`config.mk`:
```
export PLATFORM = sky130hd
export DESIGN_NAME = cp_bus_host
export DESIGN_NICKNAME = d
export VERILOG_FILES = /design/src/rtl/cp_bus_pkg.sv /design/src/rtl/cp_regfile.sv /design/src/rtl/cp_bus_host.sv
export SDC_FILE = /design/constraint.sdc
export NUM_CORES = 1
export LEC_CHECK = 0
export CAP_MARGIN = 20
export CORE_MARGIN = 8
export CORE_UTILIZATION = 35
export DETAILED_ROUTE_END_ITERATION = 6
export MAX_ROUTING_LAYER = met4
export PLACE_DENSITY_LB_ADDON = 0.2
export SLEW_MARGIN = 20
export SYNTH_ARGS = -nofsm -noshare
export SYNTH_HDL_FRONTEND = slang
export SYNTH_HIERARCHICAL = 1
export SYNTH_SLANG_ARGS = --single-unit
```
`constraint.sdc`:
```
create_clock -name clk -period 2.46 [get_ports clk]
set_clock_uncertainty 0.1 [all_clocks]
set_input_delay 0.246 -clock clk [delete_from_list [all_inputs] [get_ports clk]]
set_output_delay 0.246 -clock clk [all_outputs]
set_load 0.01 [all_outputs]
```
`src/rtl/cp_bus_pkg.sv`:
```
// Shared constants and types for the host side of the shared-bus
// ALU coprocessor.
package cp_bus_pkg;

  localparam logic [3:0] OP_ADDI     = 4'd1;
  localparam logic [3:0] REQ_OPERAND = 4'b0011;
  localparam logic [3:0] REQ_VALUE   = 4'b0001;
  localparam logic [4:0] TIMEOUT     = 5'd31;

  typedef enum logic [1:0] {
    S_IDLE,
    S_ISSUE,
    S_SERVE,
    S_RESULT
  } state_e;

  typedef logic [2:0] reg_idx_t;
  typedef logic [3:0] nib_t;

endpackage

```
`src/rtl/cp_regfile.sv`:
```
// 8x4 register file plus carry flag; two write ports, two
// combinational read ports.
module cp_regfile
  import cp_bus_pkg::*;
(
  input  logic     clk,
  input  logic     rst_n,
  input  logic     we0,
  input  reg_idx_t a0,
  input  nib_t     d0,
  input  logic     c0,
  input  logic     we1,
  input  reg_idx_t a1,
  input  nib_t     d1,
  input  reg_idx_t ra0,
  output nib_t     rd0,
  input  reg_idx_t ra1,
  output nib_t     rd1,
  output logic     carry
);

  nib_t regs [8];

  // Port 0 (writeback) wins when both ports hit one address.
  always_ff @(posedge clk or negedge rst_n) begin
    if (!rst_n) begin
      for (int i = 0; i < 8; i++) regs[i] <= '0;
      carry <= 1'b0;
    end else begin
      if (we1 && !(we0 && a0 == a1)) regs[a1] <= d1;
      if (we0) begin
        regs[a0] <= d0;
        carry    <= c0;
      end
    end
  end

  assign rd0 = regs[ra0];
  assign rd1 = regs[ra1];

endmodule

```
`src/rtl/cp_bus_host.sv`:
```
// Host initiator: issues ADDI to the coprocessor, serves the operand
// on the shared bus, captures the result into the register file.
module cp_bus_host
  import cp_bus_pkg::*;
(
  input  logic       clk,
  input  logic       rst_n,
  input  logic       cmd_valid,
  output logic       cmd_ready,
  input  logic [3:0] cmd_imm,
  input  logic [2:0] cmd_rs,
  input  logic [2:0] cmd_rd,
  output logic       rsp_valid,
  output logic [3:0] rsp_data,
  output logic       rsp_carry,
  output logic       rsp_err,
  input  logic       wr_en,
  input  logic [2:0] wr_addr,
  input  logic [3:0] wr_data,
  input  logic [2:0] dbg_addr,
  output logic [3:0] dbg_data,
  output logic [3:0] cp_opcode,
  output logic [3:0] cp_imm,
  input  logic [3:0] cp_req,
  output logic [3:0] cp_bus_o,
  output logic       cp_bus_oe,
  input  logic [3:0] cp_bus_i,
  output logic       cp_oe_n,
  input  logic       cp_done,
  input  logic       cp_carry
);

  state_e   state_q, state_d;
  logic [4:0] wd_q;
  nib_t     imm_q, opnd_q, rs_data;
  reg_idx_t rd_q;
  logic     capture, abort;

  cp_regfile u_rf (
    .clk   (clk),
    .rst_n (rst_n),
    .we0   (capture),
    .a0    (rd_q),
    .d0    (cp_bus_i),
    .c0    (cp_carry),
    .we1   (wr_en),
    .a1    (wr_addr),
    .d1    (wr_data),
    .ra0   (cmd_rs),
    .rd0   (rs_data),
    .ra1   (dbg_addr),
    .rd1   (dbg_data),
    .carry (rsp_carry)
  );

  always_comb begin
    state_d   = state_q;
    cmd_ready = 1'b0;
    cp_opcode = '0;
    cp_imm    = '0;
    cp_bus_o  = '0;
    cp_bus_oe = 1'b0;
    cp_oe_n   = 1'b1;
    capture   = 1'b0;
    abort     = 1'b0;
    unique case (state_q)
      S_IDLE: begin
        cmd_ready = 1'b1;
        if (cmd_valid) state_d = S_ISSUE;
      end
      S_ISSUE: begin
        cp_opcode = OP_ADDI;
        cp_imm    = imm_q;
        if (cp_req == REQ_OPERAND) state_d = S_SERVE;
      end
      S_SERVE: begin
        cp_opcode = OP_ADDI;
        cp_imm    = imm_q;
        cp_bus_oe = 1'b1;
        cp_bus_o  = opnd_q;
        if (cp_req == REQ_VALUE) state_d = S_RESULT;
      end
      S_RESULT: begin
        // Zero opcode on done so the coprocessor does not relaunch.
        cp_opcode = cp_done ? 4'd0 : OP_ADDI;
        cp_imm    = imm_q;
        cp_oe_n   = 1'b0;
        if (cp_done) begin
          capture = 1'b1;
          state_d = S_IDLE;
        end
      end
      default: state_d = S_IDLE;
    endcase
    if (state_q != S_IDLE && !capture && wd_q == TIMEOUT) begin
      abort   = 1'b1;
      state_d = S_IDLE;
    end
  end

  always_ff @(posedge clk or negedge rst_n) begin
    if (!rst_n) begin
      state_q <= S_IDLE;
      wd_q    <= '0;
    end else begin
      state_q <= state_d;
      if (state_d != state_q) wd_q <= '0;
      else if (state_q != S_IDLE) wd_q <= wd_q + 5'd1;
    end
  end

  always_ff @(posedge clk or negedge rst_n) begin
    if (!rst_n) begin
      imm_q  <= '0;
      opnd_q <= '0;
      rd_q   <= '0;
    end else if (cmd_valid && cmd_ready) begin
      imm_q  <= cmd_imm;
      opnd_q <= rs_data;
      rd_q   <= cmd_rd;
    end
  end

  always_ff @(posedge clk or negedge rst_n) begin
    if (!rst_n) begin
      rsp_valid <= 1'b0;
      rsp_data  <= '0;
      rsp_err   <= 1'b0;
    end else begin
      rsp_valid <= capture || abort;
      if (capture) begin
        rsp_data <= cp_bus_i;
        rsp_err  <= 1'b0;
      end else if (abort) begin
        rsp_data <= '0;
        rsp_err  <= 1'b1;
      end
    end
  end

endmodule

```
-- Word-level counts from Yosys, hierarchy flattened
Cells that the tools add are included.
- $add $sub $neg: 1
- multipliers: 0
- divide/modulo/power cells: 0
- $lt $le $gt $ge: 6
- equal/unequal tests: 8
- shift-type cells: 0
- muxes and demuxes: 36
- bitwise logic cells: 4
- reduce and logical (&&, ||, !) cells: 16
- operators by type and width (kind ; count):
    bitwise mux 32 bit ; 2
    2-to-1 mux 32 bit ; 2
    2-to-1 mux 4 bit ; 10
    binary-select mux 4 bit (select 3 bit) ; 2
    demux 4 bit (select 3 bit) ; 2
    greater-or-equal comparator 4 bit, second input constant ; 4
    NOT 3 -> 4 bit ; 4
    2-to-1 mux 2 bit ; 5
    2-to-1 mux 5 bit ; 2
    2-to-1 mux 1 bit ; 9
    < comparator 4 x 1 -> 1 bit, second input constant ; 2
    case mux 2 bit (4 select lines) ; 1
    logical AND 1 bit ; 7
    nonzero test 2 bit ; 3
    adder 5 x 1 -> 5 bit, second input constant ; 1
    equality test 5 bit, second input constant ; 1
    equality test 2 bit, second input constant ; 2
    equality test 4 x 1 -> 1 bit, second input constant ; 1
    equality test 4 x 2 -> 1 bit, second input constant ; 1
    equality test 3 bit ; 1
    OR reduction 3 bit ; 1
    equality test 2 x 1 -> 1 bit, second input constant ; 1
    zero test 1 bit ; 2
    zero test 2 bit ; 1
    other kinds (4) ; 4
- flip-flop bits (word level): 57
- latch bits: 0
- memory bits (writable): 0
- memory bits (read-only): 0
- input bits: 34
- output and inout port bits: 26
- logic and storage cells: 88
- memories kept: 0

-- Depth between registers and ports, before layout
Gate-level depths: netlist of the first run.
- depth in word-level cells: 9
- depth in mapped cells: 8
- gate-level depth less buffers: 7

-- Hierarchy
The synthesis of the first run kept the hierarchy.
- by module, submodules not included (module ; times used ; cells an instance ; area each (µm²)):
    cp_regfile ; 1 ; 209 ; 2707.6
    cp_bus_host ; 1 ; 116 ; 1282.5

-- Worst setup path before layout of the first run
No wires, ideal clock.
- path kind: flip-flop to flip-flop
- from: register wd_q[0]
- to: register wd_q[3]
- setup time: 0.096 ns
- arrival time: 1.966 ns
- required time: 2.264 ns
- slack: 0.299 ns
- stages on the path, launching flop included: 8
- buffers on the path: 0
- cells stage by stage: dfrtp_1 > ha_1 > and3_1 > ha_1 > and2_2 > a31oi_1 > mux2_4 > nor4_2
- longest elaborated chain between the ends: 5
- elaborated cells between the ends (all ways): 8
- RTL lines (item ; line ; text):
    from (decl) ; cp_bus_host.sv:34 ; logic [4:0] wd_q;
    from (signal assigned) ; cp_bus_host.sv:108 ; else if (state_q != S_IDLE) wd_q <= wd_q + 5'd1;
    branches (longest 5 deep; another with adder 5 x 1 -> 5 bit) ; n/a ;
Parallel ways; which one is timed is not known. The select of a mux whose other input is x is not followed.
A chain may end at the register's enable or synchronous reset.

-- Worst setup path in the final report of the first run
- from: register state_q[1]
- to: output port cp_imm[2]
- longest elaborated chain between the ends: 3
- elaborated cells between the ends (all ways): 5
- RTL lines (item ; line ; text):
    from (decl) ; cp_bus_host.sv:33 ; state_e state_q, state_d;
    from (signal assigned) ; cp_bus_host.sv:106 ; state_q <= state_d;
    equality test 2 bit / equality test 2 x 1 -> 1 bit (equally long branches) ; cp_bus_host.sv:66 ; unique case (state_q)
    OR reduction 3 bit (no source line) * ; n/a ;
    2-to-1 mux 4 bit * ; cp_bus_host.sv:66 ;
    to (decl) ; cp_bus_host.sv:23 ; output logic [3:0] cp_imm,
Mark *: on every way between the ends. The rest lies on a longest branch, timed or not.

==> impl_results.md, run 1 <==
- Status: finished, final reports clean
- Buffers on Ports: 56
- Period Utilization, post-route: 94.55%
- Switch Pwr: 1.765 mW
- Final Max Slew Viols: 0
- Sw Ratio: 34.83%
- Initial antenna violation count: 0
- Flop pwr share: 33.8%
- Gr ovfl total: 0
- Synthesis-to-finish area growth: 26.12%
- # fillers: 1040
- Setup violators final: 0
- Hold crit path type: input pin to asynchronous set/reset pin
- Area leader, netlist: dfrtp_1
- H-tree depth: 3
- DR iter-0 viols: 166
- Placed instance count: 511
- Die ar.: 15070 um2
- Worst EP required: 2.11 ns
- Post-synth top area share: 35.75%
- Setup TNS: 0 ns
- Worst-margin pin slew: 0.7109 ns
- Top delay family on crit path: buffers and inverters
- FF+latch count, synth: 57
- Final Cell Area: 5032 um2
- Setup crit start kind: flip-flop
- Layout Cells excl Fill: 528
- CTS tree: built
- Top-count cell post-synth: mux2i_1
- CP max-delay cell: clkdlybuf4s50_1
- Share of layout cells above drive strength 1: 23.90%
- Vias/cell: 5.314
- Area after DPL: 4700 um2
- Achievable Freq: 0.4300 GHz
- Die width: 122.8 um
- LEAKAGE: 1.982 nW
- Clk_lat worst skew: 0.33 ns
- Synth cell count leaders: 96 x mux2i_1, 57 x dfrtp_1, 20 x mux2_2
- Clock transition at path regs: 0.06 ns
- Top cells by area, synth: dfrtp_1 36%, mux2i_1 24%, mux4_2 9.0%, mux2_2 5.6%, buf_4 2.4%
- Ys Warns: 6
- I/O pin cnt: 60
- Total core area: 11270 um2
- Slew HR: 52.46%
- Root buf cell: clkbuf_16
- Final Worst Setup Slack: 0.1342 ns
- Nets: 420
- Slowest stage delay, CP: 0.55 ns
- Pre-CTS setup slack: -0.05677 ns
- Clock sinks: 57
- Worst VDD drop: 0.5746 mV
- Synth Instances: 325
- Final Hold Fails: 0
- Final Critical Period: 2.326 ns
- RSZ-0062 raised after global routing: no
- DR WL/cell: 19.12 um
- Initial core utilization: 35.40%
- Reg area: 1426 um2
- Die height: 122.8 um
- CP arrival: 1.98 ns
- Async SR Flop Fraction: 100.0%
- Largest net degree at the start of global routing: 49
- Critical path buffers and inverters: 2
- Comb pwr share: 39.0%
- Final core occ: 44.64%
- Top FF cell, synth: dfrtp_1
- Mapped Area: 3990 um2
- First-pass detailed-route iteration total: 4
- GRT Total Usage: 14.22%
- Post-route DRC violation count: 0
- Count of cell types in the netlist: 53
- Number of setup buffers added after CTS: 0
- Max_cap viols: 0
- DP HPWL: 7.449 mm
- Routability congestion estimate: 0.7747
- Avg Inst Size Synth: 12.28 um2
- Area occupied by multi-input gates: 2371 um2
- Number of global-route vias before repair: 2922
- Rows: 39
- Num CTS Buffers: 9
- CP max FO: 9
- # diodes: 0
- Number of enable flip-flop cells after synthesis: 0
- Cell Pwr Density: 1007 nW/um2
- Global-route wire length before repair: 16.10 mm
- Clk pwr share: 27.2%
- Register area share after synthesis: 35.75%
- Internal power: 3.301 mW
- CP Class: flip-flop to output pin
- Cell Chain, Critical Path: inv_1 > ha_1 > nor2b_1 > clkdlybuf4s50_1
- Via count: 2806
- Routed Wire Length: 10.10 mm
- Crit. End Element: output pin
- CTS Buffer Depth: 2
- Final ANT Viol Nets: 0
cell families (layout without fill, tap and decap cells):
logic type                 after synthesis  count (layout)  synth area share, %
muxes                                  133             133                39.13
xor gates and xnor gates                 4               4                1.066
adders and majority gates                6               6                1.881
buffers and inverters                   38              96                5.017
DFF                                     57              57                35.75
other                                    1               3              0.09398
and+or+nand+nor                         61              61                10.91
AOI/OAI and AO/OA                       25              25                6.146
worst reg2reg max path, cell delays in order (launching register included):
cell and delay [ns]:
dfrtp_1 0.41, ha_1 0.23, and3_1 0.18, ha_1 0.19, and2_2 0.20, a31oi_1 0.25, mux2_4 0.38, nor4_2 0.26
power groups by stage:
stage | sequential, mW | combinational [mW] | clock [mW]
2_1_floorplan | 1.54 | 1.38 | 0
5_1_grt | 1.77 | 2.15 | 1.45
4_1_cts | 1.70 | 2.00 | 1.41
6_report | 1.71 | 1.97 | 1.38
3_5_place_dp | 1.71 | 2.01 | 0
3_3_place_gp | 1.70 | 1.97 | 0
per-layer routing:
layer	global-route usage [%]	vias to the layer above	wire, um
met5	-	-	0
met4	3.427	0	89
met3	3.128	8	434
met1	18.15	1420	4815
li1	-	1330	-
met2	22.46	48	4757
cells in the final DEF (no fill, tap or decap), types with 3 or more instances in the layout:
cell,count
dfrtp_1,57
a22o_1,4
a22oi_1,3
mux2_2,20
buf_4,13
clkdlybuf4s50_1,51
ha_1,6
nor2_1,13
mux2i_1,96
and4b_1,5
and4bb_2,4
inv_1,8
nand2_1,7
conb_1,3
and2_1,4
clkbuf_16,9
nand4_1,4
mux4_2,16
nor2b_1,5
nor3_2,4
dlygate4sd2_1,4
sequential cells by signal, summed over array words and instances, names as in the netlist:
register / flops
imm_q: 4
opnd_q: 4
rd_q: 3
rsp_data: 4
rsp_err: 1
rsp_valid: 1
state_q: 2
u_rf/carry: 1
u_rf/regs: 32
wd_q: 5
layout make-up:
| type | instances | area share [%] |
|---|---|---|
| multi-input cells | 232 | 47.12 |
| flip-flops and latches | 57 | 28.34 |
| clock buffers | 9 | 4.475 |
| inverters | 8 | 0.5967 |
| repair buffers | 72 | 13.87 |
| well taps | 143 | 3.555 |
| clock inverters | 7 | 2.039 |
timing repair:
| item | in CTS | in global routing |
|---|---|---|
| hold buffers | 1 | 0 |
| gates resized for setup | 4 | 0 |
| hold endpoints to repair | 9 | 0 |
| setup endpoints to repair | 4 | 0 |
worst paths after layout:
| kind | cells past startpoint | endpoint | slack (ns) | from |
|---|---|---|---|---|
| max | 4 | cp_imm[2] | 0.13 | state_q[1] |
| min | 2 | rd_q[1] | 0.23 | rst_n |
| max reg2reg | 7 | wd_q[3] | 0.17 | wd_q[0] |
| min reg2reg | 1 | imm_q[1] | 0.40 | imm_q[1] |
| max in group asynchronous | 3 | imm_q[0] | 1.48 | rst_n |
| min in group clk | 1 | imm_q[1] | 0.40 | imm_q[1] |
stage by stage:
step / hold slack, ns / total power [mW]
finish: 0.2292 / 5.066
global route: 0.2609 / 5.372
CTS: 0.2303 / 5.110
detailed placement: 0.02863 / 3.722
global placement: 0.03001 / 3.669
floorplan: -0.1496 / 2.924
Power figures use the tool's default switching activity.
==> run 2: changes to the inputs <==
- PLACE_DENSITY: not set -> 0.64
- PLACE_DENSITY_LB_ADDON: 0.2 -> not set
==> impl_results.md, run 2 (synthesis gave the netlist of run 1 again) <==
- Status: finished, final reports clean (unchanged)
- Vias/cell: 5.378 (was 5.314)
- Global-route wire length before repair: 16.41 mm (was 16.10 mm)
- Final ANT Viol Nets: 0 (unchanged)
- Routed Wire Length: 10.19 mm (was 10.10 mm)
- Crit. End Element: output pin (unchanged)
- Max_cap viols: 0 (unchanged)
- CP arrival: 1.98 ns (about the same)
- Slowest stage delay, CP: 0.51 ns (was 0.55 ns)
- Via count: 2834 (was 2806)
- CTS Buffer Depth: 2 (unchanged)
- H-tree depth: 3 (unchanged)
- Most flops, register: u_rf/regs (unchanged)
- RSZ-0062 raised after global routing: no (unchanged)
- GRT Total Usage: 14.48% (was 14.22%)
- LEAKAGE: 1.961 nW (was 1.982 nW)
- DP HPWL: 7.628 mm (was 7.449 mm)
- First-pass detailed-route iteration total: 4 (unchanged)
- Rows: 39 (unchanged)
- Number of flip-flops in the largest register: 32 (unchanged)
- Period Utilization, post-route: 94.53% (was 94.55%)
- Critical path buffers and inverters: 3 (was 2)
- CP max FO: 8 (was 9)
- # diodes: 0 (unchanged)
- Clock sinks: 57 (unchanged)
- Initial antenna violation count: 0 (unchanged)
- Sw Ratio: 35.00% (was 34.83%)
- Die height: 122.8 um (unchanged)
- Comb pwr share: 39.6% (was 39.0%)
- Clk pwr share: 25.7% (was 27.2%)
- Worst EP required: 2.11 ns (about the same)
- Slew HR: 49.51% (was 52.46%)
- Initial core utilization: 35.40% (unchanged)
- CP max-delay cell: mux4_2 (was clkdlybuf4s50_1)
- Setup violators final: 0 (unchanged)
- Setup TNS: 0 ns (unchanged)
- Share of layout cells above drive strength 1: 23.96% (was 23.90%)
- Die ar.: 15070 um2 (unchanged)
- DR WL/cell: 19.34 um (was 19.12 um)
- Root buf cell: clkbuf_16 (unchanged)
- Post-route DRC violation count: 0 (unchanged)
- Final Max Slew Viols: 0 (unchanged)
- DR iter-0 viols: 171 (was 166)
- Worst-margin pin slew: 0.7551 ns (was 0.7109 ns)
- Fin Hold WS: 0.3485 ns (was 0.2292 ns)
- Clk_lat worst skew: 0.32 ns (was 0.33 ns)
- Routability congestion estimate: 0.8374 (was 0.7747)
- Die width: 122.8 um (unchanged)
- Cell Chain, Critical Path: clkdlybuf4s50_1 > buf_12 > mux4_2 > mux2_2 > dlygate4sd2_1 (was inv_1 > ha_1 > nor2b_1 > clkdlybuf4s50_1)
- CTS tree: built (unchanged)
- Total core area: 11270 um2 (unchanged)
- Most common cell after layout, fill and taps aside: mux2i_1 (unchanged)
- Number of global-route vias before repair: 2998 (was 2922)
- Internal power: 3.247 mW (was 3.301 mW)
- Nets: 419 (was 420)
- Most frequent cells in the layout: 96 x mux2i_1, 55 x dfrtp_1, 51 x clkdlybuf4s50_1, 20 x mux2_2, 16 x mux4_2 (was 96 x mux2i_1, 57 x dfrtp_1, 51 x clkdlybuf4s50_1, 20 x mux2_2, 16 x mux4_2)
- Top delay family on crit path: buffers and inverters (unchanged)
- Cell Pwr Density: 1000 nW/um2 (was 1007 nW/um2)
- Switch Pwr: 1.749 mW (was 1.765 mW)
- I/O pin cnt: 60 (unchanged)
- CP Class: input pin to output pin (was flip-flop to output pin)
- Num CTS Buffers: 9 (unchanged)
- Gr ovfl total: 0 (unchanged)
- Setup crit start kind: input pin (was flip-flop)
- Achievable Freq: 0.4300 GHz (about the same)
- Largest net degree at the start of global routing: 26 (was 49)
- Final Hold Fails: 0 (unchanged)
- Flop pwr share: 34.8% (was 33.8%)
- Buffers on Ports: 56 (unchanged)
- Worst VDD drop: 0.5537 mV (was 0.5746 mV)
- Synthesis-to-finish area growth: 25.18% (was 26.12%)
- Top Registers: u_rf/regs: 32 flops, wd_q: 5 flops (unchanged)
- Clock transition at path regs: 0.05 ns (was 0.06 ns)
- Final Critical Period: 2.325 ns (was 2.326 ns)
- Hold crit path type: input pin to asynchronous set/reset pin (unchanged)
## run 2: final cells by class
class	count	area [um2]
fill	1045	6277
clock inverter	4	51.30
inverter	8	30.03
timing repair buffer	71	678.2
clock buffer	12	256.5
multi-input combinational	232	2371
sequential	57	1429
tap	143	178.9
## run 2: power groups by stage
stage | Clock [mW] | Sequential (mW) | Combinational, mW
floorplan | 0 | 1.54 | 1.38
global placement | 0 | 1.72 | 1.96
detailed placement | 0 | 1.73 | 2.01
CTS | 1.30 | 1.73 | 2.00
global route | 1.35 | 1.80 | 2.15
finish | 1.28 | 1.74 | 1.98
## run 2: worst paths after layout
check	startpoint	end	slack (ns)	depth (start not counted)
max in group asynchronous	rst_n	u_rf/regs[9]	1.21	3
hold reg to reg	imm_q[1]	imm_q[1]	0.39	1
setup reg to reg	wd_q[0]	wd_q[3]	0.16	7
setup / recovery	dbg_addr[0]	dbg_data[0]	0.13	5
hold / removal	rst_n	rsp_err	0.35	2
min in group clk	imm_q[1]	imm_q[1]	0.39	1
## run 2: worst reg2reg max path: cells and delay by family, from the launching register on
| family | cells | cell delay, ns |
|---|---|---|
| multiplexers | 1 | 0.38 |
| flip-flops | 1 | 0.40 |
| AO/OA/AOI/OAI | 1 | 0.25 |
| AND/OR/NAND/NOR | 3 | 0.65 |
| adder cells (fa/ha/maj) | 2 | 0.42 |
## run 2: routing by layer
| layer | track usage (%) | vias to the layer above | part of all wire, % |
|---|---|---|---|
| met3 | 3.174 | 11 | 6.1 |
| met2 | 22.63 | 80 | 46 |
| li1 | - | 1322 | - |
| met4 | 3.884 | 0 | 0.83 |
| met1 | 18.56 | 1421 | 47 |
| met5 | - | - | 0 |
## run 2: through the flow
| stage | util [%] | power, mW | cell area, um2 | worst slack (ns) | cells |
|---|---|---|---|---|---|
| 2_1_floorplan | - | 2.924 | 3998 | 0.2985 | 327 |
| 3_3_place_gp | 41.51 | 3.681 | 4679 | -0.05727 | 510 |
| 3_5_place_dp | 41.51 | 3.743 | 4679 | -0.07643 | 510 |
| 4_1_cts | 44.29 | 5.031 | 4992 | 0.07703 | 527 |
| 5_1_grt | 44.31 | 5.305 | 4995 | 0.02370 | 527 |
| 6_report | 44.31 | 4.995 | 4995 | 0.1345 | 527 |
## run 2: timing repair
item	CTS	global route
hold endpoints to repair	23	0
gates resized for setup	4	2
hold buffers	1	0
setup endpoints to repair	4	4
buffers inserted	0	0
==> run 3: changes to the inputs <==
- clock period: 2.46 -> 2.8 ns (I/O delays scaled with it)
==> impl_results.md, run 3 (synthesis gave the netlist of run 1 again) <==
- Placed instance count: 502 (was 510)
- Status: finished, final reports clean (unchanged)
- Cell Chain, Critical Path: clkdlybuf4s50_1 > buf_12 > mux4_2 > mux2_2 > clkdlybuf4s50_1 (was clkdlybuf4s50_1 > buf_12 > mux4_2 > mux2_2 > dlygate4sd2_1)
- Global-route wire length before repair: 17.11 mm (was 16.41 mm)
- Nets: 411 (was 419)
- First-pass detailed-route iteration total: 4 (unchanged)
- I/O pin cnt: 60 (unchanged)
- Crit path launch: dbg_addr[0] (unchanged)
- Vias/cell: 5.455 (was 5.378)
- R2r startpoint: state_q[1] (was wd_q[0])
- Slew HR: 51.41% (was 49.51%)
- CP most frequent cell: clkdlybuf4s50_1
- CP max FO: 8 (unchanged)
- CTS resizes: 0 (was 4)
- Post-CTS Hold Fix Bufs: 1 (unchanged)
- Achievable Freq: 0.3868 GHz
- Worst-margin pin slew: 0.7266 ns (was 0.7551 ns)
- Die width: 122.8 um (unchanged)
- CP Class: input pin to output pin (unchanged)
- CTS Buffer Depth: 2 (unchanged)
- Final Critical Period: 2.585 ns
- Synthesis-to-finish area growth: 24.05% (was 25.18%)
- Layout Cells excl Fill: 519 (was 527)
- Die ar.: 15070 um2 (unchanged)
- Routability congestion estimate: 0.8676 (was 0.8374)
- Slowest stage delay, CP: 0.50 ns (was 0.51 ns)
- Number of global-route vias before repair: 3014 (was 2998)
- Setup TNS: 0 ns (unchanged)
- Die height: 122.8 um (unchanged)
- Max_cap viols: 0 (unchanged)
- Worst VDD drop: 0.3950 mV (was 0.5537 mV)
- Rows: 39 (unchanged)
- DP HPWL: 7.726 mm (was 7.628 mm)
- Final ANT Viol Nets: 0 (unchanged)
- Clock transition at path regs: 0.05 ns (about the same)
- DR WL/cell: 20.16 um (was 19.34 um)
- Worst EP required: 2.42 ns (was 2.11 ns)
- Setup crit start kind: input pin (unchanged)
- GRT Total Usage: 15.20% (was 14.48%)
- Routed Wire Length: 10.46 mm (was 10.19 mm)
- Root buf cell: clkbuf_16 (unchanged)
- Initial antenna violation count: 0 (unchanged)
- Top Registers: u_rf/regs: 32 flops, wd_q: 5 flops (unchanged)
- Via count: 2831 (was 2834)
- Post-route DRC violation count: 0 (unchanged)
- Share of layout cells above drive strength 1: 21.81% (was 23.96%)
- Clock sinks: 57 (unchanged)
- Hold crit path type: flip-flop to flip-flop (was input pin to asynchronous set/reset pin)
- Gr ovfl total: 0 (unchanged)
- RSZ-0062 raised after global routing: no (unchanged)
- DR iter-0 viols: 191 (was 171)
- CP max-delay cell: clkdlybuf4s50_1 (was mux4_2)
- Setup violators final: 0 (unchanged)
- Final Max Slew Viols: 0 (unchanged)
- Number of setup buffers added after CTS: 0 (unchanged)
- Crit. End Element: output pin (unchanged)
- Period Utilization, post-route: 92.32%
- LEAKAGE: 1.921 nW (was 1.961 nW)
- Number of flip-flops in the largest register: 32 (unchanged)
- Cell Pwr Density: 884.1 nW/um2 (was 1000 nW/um2)
- Most flops, register: u_rf/regs (unchanged)
- Fin Hold WS: 0.3952 ns (was 0.3485 ns)
- Clk_lat worst skew: 0.32 ns (about the same)
- CTS tree: built (unchanged)
- Final Hold Fails: 0 (unchanged)
- Largest net degree at the start of global routing: 32 (was 26)
- Most common cell after layout, fill and taps aside: mux2i_1 (unchanged)
- Buffers on Ports: 56 (unchanged)
- Initial core utilization: 35.40% (unchanged)
- Num CTS Buffers: 9 (unchanged)
- Total core area: 11270 um2 (unchanged)
- H-tree depth: 3 (unchanged)
- Most frequent cells in the layout: 96 x mux2i_1, 57 x dfrtp_1, 55 x clkdlybuf4s50_1, 20 x mux2_2, 16 x mux4_2 (was 96 x mux2i_1, 55 x dfrtp_1, 51 x clkdlybuf4s50_1, 20 x mux2_2, 16 x mux4_2)
- # diodes: 0 (unchanged)
- Hold_sp: imm_q[0]
- CP arrival: 2.21 ns (was 1.98 ns)
## run 3: cell type report
type,instances,area [um2]
sequential,57,1426
multi-input combinational,232,2371
clock inverter,4,51.30
clock buffer,12,256.5
tap,143,178.9
fill,1073,6322
timing repair buffer,63,635.6
inverter,8,30.03
## run 3: power breakdown
part	switching [mW]	total, mW	internal (mW)	leakage [nW]
Sequential	0.385	1.54	1.15	0.697
Clock	0.382	1.12	0.737	0.149
Combinational	0.771	1.72	0.950	1.08
## run 3: metal layers
layer	GRT usage, %	vias to the layer above	share of wire (%)
met4	3.046	0	0.51
met2	24.23	78	48
met3	4.140	4	6.3
li1	-	1308	-
met1	18.97	1441	45
met5	-	-	0
## run 3: worst paths after layout
check                                 to  slack [ns]  depth (start not counted)
max                          dbg_data[3]        0.21                          5
min                             imm_q[0]        0.40                          1
max reg2reg                      wd_q[0]        0.40                          7
min reg2reg                     imm_q[0]        0.40                          1
max in group asynchronous  u_rf/regs[20]        1.56                          3
min in group asynchronous        rsp_err        0.43                          2
## run 3: critical path, delay by kind of cell
family | cells | cell delay, ns
multiplexers | 2 | 0.77
buffers and inverters | 3 | 1.14
## run 3: stage by stage
| step | worst slack (ns) | utilization, % | area [um2] | power, mW |
|---|---|---|---|---|
| 3_5_place_dp | 0.2146 | 41.09 | 4632 | 3.259 |
| 6_report | 0.2150 | 43.91 | 4950 | 4.376 |
| 5_1_grt | 0.1539 | 43.91 | 4950 | 4.668 |
| 4_1_cts | 0.1982 | 43.91 | 4950 | 4.414 |
| 3_3_place_gp | 0.2202 | 41.09 | 4632 | 3.203 |
| 2_1_floorplan | 0.6385 | - | 3998 | 2.569 |
